### config.mk
export PLATFORM = sky130hd
export DESIGN_NAME = rupt_priority_chain
export DESIGN_NICKNAME = d
export VERILOG_FILES = /design/src/rtl/agc_rupt_pkg.sv /design/src/rtl/rupt_prio_enc.sv /design/src/rtl/rupt_priority_chain.sv
export SDC_FILE = /design/constraint.sdc
export NUM_CORES = 1
export LEC_CHECK = 0
export ABC_AREA = 0
export BUFFER_PORTS_ARGS = -buffer_cell sky130_fd_sc_hd__buf_2
export CORE_MARGIN = 5
export CORE_UTILIZATION = 49
export CTS_CLUSTER_DIAMETER = 100
export DETAILED_ROUTE_END_ITERATION = 7
export MAX_ROUTING_LAYER = met4
export PLACE_DENSITY = 0.83
export SYNTH_ARGS = -nofsm -noshare
export SYNTH_HDL_FRONTEND = slang
export SYNTH_SLANG_ARGS = --single-unit
### constraint.sdc
create_clock -name CLOCK -period 3.02 [get_ports CLOCK]
set_input_delay 0.151 -clock CLOCK [delete_from_list [all_inputs] [get_ports CLOCK]]
set_output_delay 0.151 -clock CLOCK [all_outputs]
set_load 0.05 [all_outputs]
### src/rtl/agc_rupt_pkg.sv
// Shared definitions for the rupt priority chain: FSM states, source
// numbering, vector address defaults and the vector-to-address mapping.
package agc_rupt_pkg;

    // Number of rupt sources the chain and encoder are built for
    localparam int RUPT_NSRC = 10;

    // Vector numbers of each source, 1 is the highest priority
    localparam int RPT_T6  = 1;
    localparam int RPT_T5  = 2;
    localparam int RPT_T3  = 3;
    localparam int RPT_T4  = 4;
    localparam int RPT_KY1 = 5;
    localparam int RPT_KY2 = 6;
    localparam int RPT_UP  = 7;
    localparam int RPT_DN  = 8;
    localparam int RPT_RAD = 9;
    localparam int RPT_HND = 10;

    // Default vector table placement
    localparam logic [11:0] RUPT_VBASE_DEF = 12'o4000;
    localparam int unsigned RUPT_VSTEP_DEF = 4;

    // Rupt chain sequencing states
    typedef enum logic [1:0] {
        IDLE = 2'd0,
        REQ  = 2'd1,
        SERV = 2'd2
    } rupt_state_e;

    // Vector number to service address; vector 0 means "no request" and maps to 0
    function automatic logic [11:0] ruptVecAddr(input logic [3:0] vec,
                                                input logic [11:0] base,
                                                input int unsigned step);
        logic [11:0] offset;
        offset = 12'(step * 32'(vec));
        if (vec == 4'd0) begin
            return 12'd0;
        end
        return base + offset;
    endfunction

endpackage

### src/rtl/rupt_prio_enc.sv
// Lowest-index-wins priority encoder: returns the 1-based number of the
// lowest set request bit, or 0 when no bit is set.
module rupt_prio_enc
    import agc_rupt_pkg::*;
(
    input  logic [RUPT_NSRC-1:0] req_i,
    output logic [3:0]           vec_o
);

    // Scan from the lowest priority upward so the lowest set index is left standing
    always_comb begin
        vec_o = 4'd0;
        for (int i = RUPT_NSRC - 1; i >= 0; i--) begin
            if (req_i[i]) begin
                vec_o = 4'(i + 1);
            end
        end
    end

endmodule

### src/rtl/rupt_priority_chain.sv
// Rupt request latches and priority chain. Sources set pending latches; when
// rupts are permitted the highest-priority pending source is frozen into a
// vector, offered over RPTREQ/RPTGNT, and further rupts are held off until
// the service routine signals RESUME.
module rupt_priority_chain
    import agc_rupt_pkg::*;
#(
    parameter int          NSRC  = RUPT_NSRC,
    parameter logic [11:0] VBASE = RUPT_VBASE_DEF,
    parameter int unsigned VSTEP = RUPT_VSTEP_DEF
) (
    input  logic            CLOCK,
    input  logic            rst,
    input  logic            GOJAM,
    input  logic            T6RUPT,
    input  logic            T5RUPT,
    input  logic            T3RUPT,
    input  logic            T4RUPT,
    input  logic            KYRPT1,
    input  logic            KYRPT2,
    input  logic            UPRUPT,
    input  logic            DNRUPT,
    input  logic            RADRPT,
    input  logic            HNDRPT,
    input  logic            INHINT,
    input  logic            OVFINH,
    input  logic            RPTGNT,
    input  logic            RESUME,
    output logic            RPTREQ,
    output logic [3:0]      RPTVEC,
    output logic [11:0]     RPTADR,
    output logic            INRUPT,
    output logic [NSRC-1:0] PEND
);

    rupt_state_e     state_q;
    logic [NSRC-1:0] pend_q;
    logic [NSRC-1:0] pend_d;
    logic [NSRC-1:0] srcVec;
    logic [NSRC-1:0] pendClr;
    logic [3:0]      vec_q;
    logic [11:0]     adr_q;
    logic            req_q;
    logic            inrupt_q;
    logic [3:0]      encVec;
    logic            grantNow;

    assign srcVec[RPT_T6-1]  = T6RUPT;
    assign srcVec[RPT_T5-1]  = T5RUPT;
    assign srcVec[RPT_T3-1]  = T3RUPT;
    assign srcVec[RPT_T4-1]  = T4RUPT;
    assign srcVec[RPT_KY1-1] = KYRPT1;
    assign srcVec[RPT_KY2-1] = KYRPT2;
    assign srcVec[RPT_UP-1]  = UPRUPT;
    assign srcVec[RPT_DN-1]  = DNRUPT;
    assign srcVec[RPT_RAD-1] = RADRPT;
    assign srcVec[RPT_HND-1] = HNDRPT;

    assign grantNow = (state_q == REQ) && RPTGNT;

    rupt_prio_enc u_prio_enc (
        .req_i (pend_q),
        .vec_o (encVec)
    );

    // Next pending state: granted latch clears, but a simultaneous set wins
    always_comb begin
        pendClr = '0;
        for (int k = 0; k < NSRC; k++) begin
            pendClr[k] = grantNow && (vec_q == 4'(k + 1));
        end
        pend_d = (pend_q & ~pendClr) | srcVec;
    end

    // Chain sequencer with registered request, vector, address and service flag
    always_ff @(posedge CLOCK) begin
        if (rst || GOJAM) begin
            state_q  <= IDLE;
            pend_q   <= '0;
            req_q    <= 1'b0;
            vec_q    <= 4'd0;
            adr_q    <= 12'd0;
            inrupt_q <= 1'b0;
        end else begin
            pend_q <= pend_d;
            case (state_q)
                IDLE: begin
                    if ((pend_q != '0) && !INHINT && !OVFINH) begin
                        state_q <= REQ;
                        req_q   <= 1'b1;
                        vec_q   <= encVec;
                        adr_q   <= ruptVecAddr(encVec, VBASE, VSTEP);
                    end
                end
                REQ: begin
                    if (RPTGNT) begin
                        state_q  <= SERV;
                        req_q    <= 1'b0;
                        vec_q    <= 4'd0;
                        adr_q    <= 12'd0;
                        inrupt_q <= 1'b1;
                    end
                end
                SERV: begin
                    if (RESUME) begin
                        state_q  <= IDLE;
                        inrupt_q <= 1'b0;
                    end
                end
                default: begin
                    state_q <= IDLE;
                end
            endcase
        end
    end

    assign RPTREQ = req_q;
    assign RPTVEC = vec_q;
    assign RPTADR = adr_q;
    assign INRUPT = inrupt_q;
    assign PEND   = pend_q;

endmodule
# Word-level counts from Yosys, hierarchy flattened

Index checks and enable logic that the tools add are counted.

Reductions and logical operators: 24
Shifts and indexed selects: 0
Equal/unequal tests: 15
Mux-type cells: 32
Bitwise operators: 3
$mul: 0
Magnitude comparators: 0
Div/mod/pow operators: 0
$add $sub $neg: 1

Operators by type and width:

| operator              | count |
|---|---|
| $mux 12               | 4 |
| $mux 4                | 12 |
| $pmux 12 s2           | 1 |
| $eq 4x3->1 const B    | 4 |
| $logic_and 1x1->1     | 13 |
| $add 12x6->12 const A | 1 |
| $eq 4x4->1 const B    | 3 |
| $and 10x10->10        | 1 |
| $not 10->10           | 1 |
| $or 10x10->10         | 1 |
| $reduce_bool 10->1    | 1 |
| $reduce_and 3->1      | 3 |
| $eq 4x2->1 const B    | 2 |
| $mux 1                | 8 |
| $pmux 4 s2            | 1 |
| $mux 2                | 3 |
| $ne 2x2->1 const B    | 3 |
| $pmux 2 s3            | 1 |
| $eq 4x1->1 const B    | 1 |
| $logic_not 4->1       | 1 |
| $pmux 1 s2            | 2 |
| $reduce_bool 2->1     | 2 |
| $eq 2x1->1 const B    | 1 |
| $eq 2x2->1 const B    | 1 |
| other kinds (3)       | 4 |

Memories: 0
Output and inout bits: 28
Latch bits: 0
Word-level logic and storage cells: 81
Bits in registers: 30
Bits of input ports: 17
ROM bits: 0
Memory bits (writable): 0

# Logic depth before layout (Yosys ltp)

Gate-level depths: netlist (run 1).

Depth after elaboration: 18
Mapped depth: 5
Depth with buffers taken out: 4

# Hierarchy

From an unflattened synthesis (run 1), not the netlist that was laid out.

Cells, all modules: 129
Area total of the unflattened synthesis: 1,123.6 um^2

By module, submodules not included:

| module              | times used | seq. area each (um^2) | cells an instance | area an instance (um^2) |
|---|---|---|---|---|
| rupt_priority_chain | 1          | 460.4                 | 114               | 1,024.7 |
| rupt_prio_enc       | 1          | 0.0                   | 15                | 98.8 |

# Least setup slack after synthesis (run 1)

Ideal clock, no wire load.

Path type: register to register
Start: reg pend_q[6], in the netlist PEND[6]
End: reg vec_q[0], in the netlist RPTVEC[0]
Arrival: 1.719 ns
Period minus slack after synthesis: 1.778 ns
Data required time: 2.961 ns
Setup slack: 1.242 ns
Setup time: 0.059 ns
Cell stages (with the launch flop): 5
Buffers on the path: 0
Path through: dfxtp_1 > or4_4 > o31ai_4 > and3_1 > a21o_1

Word-level cells in the longest chain between the ends: 9
Elaborated cells between the ends (all ways): 14
Classes of those cells: eq/ne (1); mux (9); reduce/logical (4)

RTL lines:

| item                   | line                      | source |
|---|---|---|
| start, declared        | rupt_priority_chain.sv:37 | `logic [NSRC-1:0] pend_q;` |
| start signal, assigned | rupt_priority_chain.sv:85 | `pend_q <= pend_d;` |
| $mux 4 (7 in a row)    | rupt_prio_enc.sv:14       | `if (req_i[i]) begin` |
| $mux 4                 | rupt_priority_chain.sv:88 | `if ((pend_q != '0) && !INHINT && !OVFINH) begin` |
| $pmux 4 s2             | rupt_priority_chain.sv:86 | `case (state_q)` |
| end signal, assigned   | rupt_priority_chain.sv:91 | `vec_q <= encVec;` |
| end, declared          | rupt_priority_chain.sv:41 | `logic [3:0] vec_q;` |

Parallel ways exist; a longest one is shown, timed or not. The select of a mux whose other input is x is not followed.
A chain may end at the register's enable or synchronous reset.

# Worst setup path after layout (run 1)

Start: reg pend_q[6], in the netlist PEND[6]
End: reg adr_q[2], in the netlist RPTADR[2]

Word-level cells in the longest chain between the ends: 15
Elaborated cells between the ends (all ways): 21
Classes of those cells: add/sub (1); eq/ne (1); mux (14); reduce/logical (5)

RTL lines:

| item                                                   | line                      | source |
|---|---|---|
| branches (longest 15 deep; another with $add 12x6->12) | n/a                       |  |
| end signal, assigned                                   | rupt_priority_chain.sv:92 | `adr_q <= ruptVecAddr(encVec, VBASE, VSTEP);` |
| end, declared                                          | rupt_priority_chain.sv:42 | `logic [11:0] adr_q;` |

Parallel ways; which one is timed is not known. The select of a mux whose other input is x is not followed.

==> summary.md, run 1 <==
| Metric | Value |
|---|---|
| Run status | complete, no violations |
| Main flop type after synthesis | dfxtp_1 |
| Post-layout min period | around 1.7 ns |
| Multi-input gate area | around 480 um^2 |
| Placed wire-length estimate | about 1800 um |
| Fin nets | ~170 |
| Initial antenna violation count | 0 |
| Flops & latches, synth | 21 |
| Core area | 0.00194 mm^2 |
| Fraction of layout cells with a size suffix above 1 | about a third |
| Critical path required time | ~3.3 ns |
| Post-route ant nets | 0 |
| Clk Tree Root Cell | clkbuf_4 |
| Design Power | around 0.56 mW |
| Worst setup SP type | register |
| Pwr Density | roughly 470 mW/mm^2 |
| Synthesized area | roughly 1000 um^2 |
| Worst hold path class | in2reg |
| Worst VDD drop | roughly 0.00036 V |
| Final wirelength | roughly 2300 um |
| Commonest non-fill, non-tap cell in the layout | buf_2 |
| Remaining Overflow, GRT | 0 |
| FFs w/ async S/R, synth | 0% |
| Die width | ~55 um |
| Final Cycle Share | ~56% |
| Top delay family on crit path | simple AND/OR/NAND/NOR gates |
| Routed vias | roughly 930 |
| Initial Util | 51.4% |
| Largest net degree at the start of global routing | 19 |
| Detailed-route DRC error count | 0 |
| Number of setup buffers added after CTS | 0 |
| WL/cell | roughly 13 um |
| Routability cong. | about 0.83 |
| Synth-to-Final Area Change | 18.9% |
| H-tree depth | 1 |
| Fill count | between 150 and 200 |
| Fin cells | approximately 180 |
| Netlist cell types | 29 |
| Seq/Total Area, Yosys | a little over two fifths |
| Crit-path cells | or4_4 -> o31ai_4 -> and3_1 -> a21o_1 |
| Critical Path Sink Type | register |
| DRT iter0 DRCs | 13 |
| Clock Latency Late Sink | approximately 0.32 ns |
| Crit path kind | reg2reg |
| CP peak stage delay | 0.57 ns |
| Post-CTS Hold Buffers | 0 |
| RSZ-0062 raised after global routing | false |
| Cells after synthesis | around 120 |
| Die ar. | 0.00304 mm^2 |
| P_leak | around 0.57 nW |
| Post-Synth XOR/XNOR Area | 0% |
| CTS tree | built |
| Commonest cells after routing, fill and taps aside | buf_2, dfxtp_1, a21oi_1 |
| Multiplexer share of the synthesized area | 0% |
| I/O pin total | 45 |
| CTS Buf Count | 3 |
| FMAX | between 500 and 600 MHz |
| Syn avg cell area | between 8 and 9 um^2 |
| Number of flops mapped to enable cells by yosys | 0 |
| Worst path slowest cell | or4_4 |
| Final antenna diode count | 0 |
| Synth Area in Compound Gates | between 20% and 30% |
| Dpl cells | ~180 |
| Maxcap violations | 0 |
| Via/cell ratio | between 5 and 6 |
| Count of pins over their slew limit | 0 |
| Final setup vio count | 0 |
| First-pass GRT wire length | 3560 um |
| FF/Latch Area | roughly 420 um^2 |
| Vias in the first global route | about 870 |
| Cts repair resizes | 0 |
| Data arrival, critical path | between 1.5 and 2 ns |
| Ys Warns | 0 |
| Final hold vios | 0 |
| Die Y | approximately 55 um |
| Share of synthesized cell area in full adder, half adder and majority cells | 0% |
| Reg clk slew, reported paths | between 0.1 and 0.15 ns |
| Synth Area in Simple Gates | a little over a fifth |
| Sink Count | 21 |
| R2r setup slk | around 1.3 ns |
| CTS Buffer Depth | 2 |
| Row Count | 16 |
| Combinational family with the most area after synthesis | compound AO/OA/AOI/OAI gates |
| DR pass1 iterations | 4 |
| Worst-path fanout max | 7 |
| Port bufs | 37 |
| Setup TNS | 0 ns |
| Total track usage | ~17% |
| Crit path buf inv count | 0 |
| Clk_skew | between 0.008 and 0.009 ns |
[where the power goes]
part           internal [mW]  total, mW  switching, mW
clock                 0.0496      0.139         0.0893
combinational         0.0328      0.120         0.0873
sequential             0.287      0.298         0.0113
[state kept, by name, summed over array words and instances (netlist names)]
name and cells:
INRUPT 1, PEND 10, state_q 2, RPTADR 5
RPTVEC 2, RPTREQ 1
[synth_stat cells (2+ instances only)]
master	count	share of area, %
a21oi_1	18	9.0
or3b_2	2	1.8
or3_1	4	2.5
inv_1	11	4.1
o21ai_0	12	6.0
nand3b_1	2	1.5
a211oi_1	2	1.5
nand2b_1	4	2.5
a21o_1	2	1.5
dfxtp_1	21	42
nor2_1	5	1.9
or2_2	3	1.9
buf_4	9	6.8
nand2_1	8	3.0
clkbuf_1	2	0.75
[layer usage]
metal / vias up / share of wire [%] / track usage [%]
li1: 465 / - / -
met1: 413 / 42 / 18.9
met2: 44 / 47 / 29.1
met3: 5 / 8.4 / 3.75
met4: 0 / 1.6 / 6.07
met5: - / 0 / -
[layout make-up]
class	count	share of cell area [%]
multi-input cells	81	40.3
repair buffers	37	15.6
clock inverters	1	0.422
flip-flops and latches	21	35.4
clock buffers	3	1.90
well taps	27	2.85
inverters	11	3.48
[worst reg2reg max path: stages (launching register included)]
cell and delay [ns]:
dfxtp_1 0.37, or4_4 0.57, o31ai_4 0.37, and3_1 0.23
a21o_1 0.12
[worst paths after layout]
check / from / end / cells past startpoint
worst max-delay path: PEND[6] / RPTADR[2] / 4
worst min-delay path: T5RUPT / PEND[1] / 3
worst max register to register: PEND[6] / RPTADR[2] / 4
worst min register to register: INRUPT / INRUPT / 2
[metrics by stage]
step | cell area, um^2 | util (%) | setup WS, ns | hold WS [ns]
3_3_place_gp | 1160 | 59.7 | 1.38 | 0.385
6_report | 1190 | 61.1 | 1.32 | 0.0529
2_1_floorplan | 1020 | - | 1.24 | 0.280
5_1_grt | 1190 | 61.1 | 1.25 | 0.0494
3_5_place_dp | 1160 | 59.7 | 1.34 | 0.392
4_1_cts | 1190 | 61.1 | 1.31 | 0.0566
[cell families (layout without fill, tap and decap cells)]
family,count (synthesis),count (layout)
compound gates,39,39
simple gates,35,35
buf+inv,23,52
flops,21,21
other cells,1,7
No activity file was read; power rests on OpenSTA's default activity.
==> inputs of run 2 (changes only) <==
Settings changed: CORE_UTILIZATION 49 to 45, PLACE_DENSITY 0.83 to 0.77.
Clock period 3.02 ns to 1.6 ns, I/O delays scaled along.
==> summary.md, run 2 (same netlist as run 1, synthesis figures left out) <==
| Metric | Value |
|---|---|
| Run status | complete, no violations |
| DR pass1 iterations | 4 |
| Final worst slack | approximately 0.028 ns |
| I/O pin total | between 40 and 50 |
| Largest net degree at the start of global routing | 19 |
| Number of flip-flops in the largest register | 10 |
| Commonest non-fill, non-tap cell in the layout | buf_2 |
| First-pass GRT wire length | about 3900 um |
| Dpl ws | about 0.042 ns |
| Final Cycle Share | 98.3% |
| CP startpoint | PEND[6] |
| CTS tree | built |
| Final hold vios | 0 |
| WL/cell | around 13 um |
| Commonest cells after routing, fill and taps aside | buf_2, a21oi_1, dfxtp_1, o21ai_0, inv_1 |
| Final antenna diode count | 0 |
| Crit path kind | reg2reg |
| Worst hold path class | in2reg |
| Worst setup SP type | register |
| Count of pins over their slew limit | 0 |
| FMAX | ~640 MHz |
| Port bufs | 37 |
| Clock Latency Late Sink | between 0.3 and 0.4 ns |
| Clk Tree Root Cell | clkbuf_4 |
| H-tree depth | 1 |
| Worst VDD drop | 0.000625 V |
| Post-route ant nets | 0 |
| R2r setup slk | about 0.028 ns |
| Top delay family on crit path | simple AND/OR/NAND/NOR gates |
| Pwr Density | around 800 mW/mm^2 |
| Post-layout min period | between 1.5 and 2 ns |
| Vias in the first global route | a little under 900 |
| Die Y | 57.1 um |
| Multi-input gate area | about 480 um^2 |
| Initial antenna violation count | 0 |
| Fin nets | about 190 |
| Die ar. | about 0.0033 mm^2 |
| CP peak stage delay | ~0.56 ns |
| Via/cell ratio | about 5 |
| Remaining Overflow, GRT | 0 |
| Sink Count | 21 |
| CTS Buf Count | 3 |
| Core area | 0.00217 mm^2 |
| Die width | 57.1 um |
| Crit path buf inv count | 0 |
| Routability cong. | ~0.8 |
| RSZ-0062 raised after global routing | true |
| Reg clk slew, reported paths | 0.12 ns |
| FF/Latch Area | about 430 um^2 |
| Total track usage | 15.6% |
| Fraction of layout cells with a size suffix above 1 | between 30% and 40% |
| Crit-path cells | or4_4 -> o31ai_4 -> and3_4 -> a21o_1 |
| Design Power | between 1 and 1.5 mW |
| Detailed-route DRC error count | 0 |
| Worst path slowest cell | or4_4 |
| Initial Util | about 46% |
| Fill count | 199 |
| Row Count | 17 |
| CTS Buffer Depth | 2 |
| End-of-flow core utilization | slightly above 60% |
| Final setup vio count | 0 |
| Data arrival, critical path | ~1.8 ns |
| P_leak | between 0.6 and 0.7 nW |
| Critical path required time | between 1.5 and 2 ns |
| Placed wire-length estimate | 1830 um |
| Clk_skew | between 0.009 and 0.01 ns |
| R2R Path Start | PEND[6] |
| Routed vias | about 970 |
| Critical Path Sink Type | register |
| Worst-path fanout max | 5 |
| Final wirelength | 2490 um |
| Maxcap violations | 0 |
| DRT iter0 DRCs | 19 |
| HP Start | RESUME |
| Synth-to-Final Area Change | 33.2% |
-- run 2: cell count changes in the layout (fill, tap and decap cells not counted) --
cell           change
and3_4             +1
dfxtp_2            +8
dfxtp_1            -9
dlygate4sd3_1     +10
dfxtp_4            +1
and3_1             -1
buf_4              +3
-- run 2: repair_timing --
| action | CTS | global route |
|---|---|---|
| setup buffers | 0 | 1 |
| endpoints found under the setup margin | 0 | 2 |
| hold buffers | 10 | 0 |
| endpoints found under the hold margin | 10 | 0 |
| resized for setup | 0 | 1 |
-- run 2: metrics by stage --
| step | instance area [um^2] | hold slack, ns | TNS, ns | cells |
|---|---|---|---|---|
| 3_3_place_gp | 1190 | 0.306 | 0 | 180 |
| 5_1_grt | 1330 | 0.0492 | -0.0327 | 195 |
| 3_5_place_dp | 1190 | 0.313 | 0 | 180 |
| 6_report | 1330 | 0.0408 | 0 | 195 |
| 2_1_floorplan | 1030 | 0.199 | 0 | 125 |
| 4_1_cts | 1320 | 0.0377 | 0 | 194 |
-- run 2: tightest hold or removal path, stage by stage --
cell     delay, ns
buf_2         0.08
or3b_2        0.10
a21oi_1       0.05
-- run 2: area by class of cell --
| class | count | share of cell area (%) |
|---|---|---|
| Clock buffer | 3 | 1.69 |
| Clock inverter | 1 | 0.377 |
| Inverter | 11 | 3.11 |
| Multi-Input combinational cell | 81 | 36.3 |
| Sequential cell | 21 | 32.7 |
| Tap cell | 28 | 2.64 |
| Timing Repair Buffer | 50 | 23.2 |
-- run 2: final timing paths --
path | endpoint | cells past startpoint
worst max-delay path | RPTVEC[0] | 4
worst min-delay path | state_q[1] | 3
worst max register to register | RPTVEC[0] | 4
worst min register to register | INRUPT | 2
-- run 2: report_power, final --
part | internal [mW] | switching, mW | total, mW
Sequential | 0.543 | 0.0216 | 0.564
Combinational | 0.0835 | 0.170 | 0.253
Clock | 0.0934 | 0.163 | 0.256
Total | 0.720 | 0.354 | 1.07
-- run 2: layer usage --
metal  track usage (%)  routed length [um]  vias to the layer above
met1              17.9                1020                      452
met3              2.26                 119                        4
met4              4.97                  29                        0
li1                  -                   -                      487
met5                 -                   0                        -
met2              27.7                1320                       29
==> inputs of run 3 (changes only) <==
Settings changed: CELL_PAD_IN_SITES_DETAIL_PLACEMENT from default to 1, CELL_PAD_IN_SITES_GLOBAL_PLACEMENT from default to 1, CORE_UTILIZATION 45 to 29, PLACE_DENSITY 0.77 to default, PLACE_DENSITY_LB_ADDON from default to 0.1.
Clock period 1.6 ns to 1.4 ns, I/O delays scaled along.
==> summary.md, run 3 (same netlist as run 1, synthesis figures left out) <==
| Metric | Value |
|---|---|
| Maxcap violations | 0 |
| CTS Buf Count | 3 |
| Clk_skew | 0.00467 ns |
| DR pass1 iterations | 4 |
| DRT iter0 DRCs | between 50 and 60 |
| Worst hold path class | in2reg |
| Count of pins over their slew limit | 0 |
| Vias in the first global route | around 1100 |
| Worst-path fanout max | 5 |
| Die ar. | 0.00471 mm^2 |
| Fin cells | 230 |
| Failing checks | setup timing |
| Die width | between 60 and 70 um |
| Fin nets | around 200 |
| Routed vias | between 1000 and 1500 |
| Clk Tree Root Cell | clkbuf_4 |
| Initial antenna violation count | 0 |
| Data arrival, critical path | around 1.9 ns |
| Critical Path Sink Type | register |
| Reg clk slew, reported paths | about 0.13 ns |
| Placed wire-length estimate | roughly 2500 um |
| Row Count | 21 |
| FMAX | 629 MHz |
| Routability cong. | approximately 0.79 |
| I/O pin total | 45 |
| Final hold vios | 0 |
| Via/cell ratio | between 4 and 5 |
| P_leak | ~0.73 nW |
| CTS Buffer Depth | 2 |
| Worst VDD drop | roughly 0.00037 V |
| Detailed-route DRC error count | 0 |
| Initial Util | between 20 and 30% |
| Hold Crit Depth | 3 |
| Post-route ant nets | 0 |
| Final wirelength | about 3200 um |
| Synth-to-Final Area Change | 52.3% |
| Pwr Density | ~850 mW/mm^2 |
| FF-to-FF path depth | 4 |
| Post-layout min period | 1.59 ns |
| Dpl cells | between 200 and 250 |
| Design area | 0.00152 mm^2 |
| Clock Latency Late Sink | about 0.30 ns |
| Port bufs | 37 |
| Number of flip-flops in the largest register | 10 |
| Final worst slack | -0.189 ns |
| Critical path required time | between 1.5 and 2 ns |
| Remaining Overflow, GRT | 0 |
| CTS tree | built |
| Die Y | 68.6 um |
| Sink Count | 21 |
| Commonest non-fill, non-tap cell in the layout | buf_2 |
| Total track usage | around 15% |
| Final Cycle Share | 113% |
| Run status | finished with violations |
| RSZ-0062 raised after global routing | true |
| First-pass GRT wire length | around 5000 um |
| Crit path kind | reg2reg |
| Core area | around 0.0033 mm^2 |
| H-tree depth | 1 |
| Largest net degree at the start of global routing | 13 |
| Design Power | 1.29 mW |
| Worst setup SP type | register |
| Fraction of layout cells with a size suffix above 1 | around half |
| Final antenna diode count | 0 |
| WL/cell | approximately 14 um |
| Commonest cells after routing, fill and taps aside | buf_2, buf_4, a21oi_1 |
| Final setup vio count | 11 |
| Placement Cell Area | about 0.0013 mm^2 |
==> run 3: routing by layer <==
metal	wire length (um)	up-vias	GRT usage [%]	part of all wire [%]
met1	1400	507	17.4	44
met5	0	-	-	0
met3	130	2	2.43	4.0
met4	22	0	4.47	0.68
li1	-	525	-	-
met2	1660	19	26.8	52
==> run 3: report_power, final <==
part | switching (mW) | internal [mW]
Clock | 0.196 | 0.106
Sequential | 0.0146 | 0.619
Combinational | 0.222 | 0.130
Total | 0.433 | 0.855
==> run 3: path summary, 6_finish.rpt <==
check                   from         end  slack (ns)
setup / recovery     PEND[6]   RPTADR[2]       -0.19
hold / removal        RPTGNT  state_q[0]        0.03
setup reg to reg     PEND[6]   RPTADR[2]       -0.19
hold reg to reg   RPTADR[11]  RPTADR[11]        0.46
==> run 3: worst max-delay path, cell delays in order (launching register included) <==
cell and delay, ns:
dfxtp_4 0.37, or4_4 0.55, o31ai_4 0.29, and3_4 0.24, a21o_1 0.10
==> run 3: through the flow <==
step	util, %	hold WS [ns]	setup TNS [ns]	setup slack, ns
floorplan	-	0.189	-0.662	-0.190
detailed placement	40.0	0.305	-1.14	-0.167
global placement	40.0	0.299	-0.625	-0.0969
finish	45.5	0.0346	-1.13	-0.189
global route	45.5	0.0166	-1.81	-0.247
CTS	45.1	0.0245	-1.03	-0.186
==> run 3: layout make-up <==
class	count	area, um^2
fillers	435	1820
clock buffers	3	22.5
well taps	46	57.6
repair buffers	67	435
inverters	11	41.3
clock inverters	1	5.00
flip-flops and latches	21	440
multi-input cells	81	517
==> run 3: what timing repair did <==
action / 4_1_cts / 5_1_grt
hold buffers: 10 / 0
pin swaps: 2 / 0
setup endpoints to repair: 13 / 19
hold endpoints to repair: 10 / 0
resized for setup: 13 / 5
buffers inserted: 2 / 0
gates cloned: 0 / 0
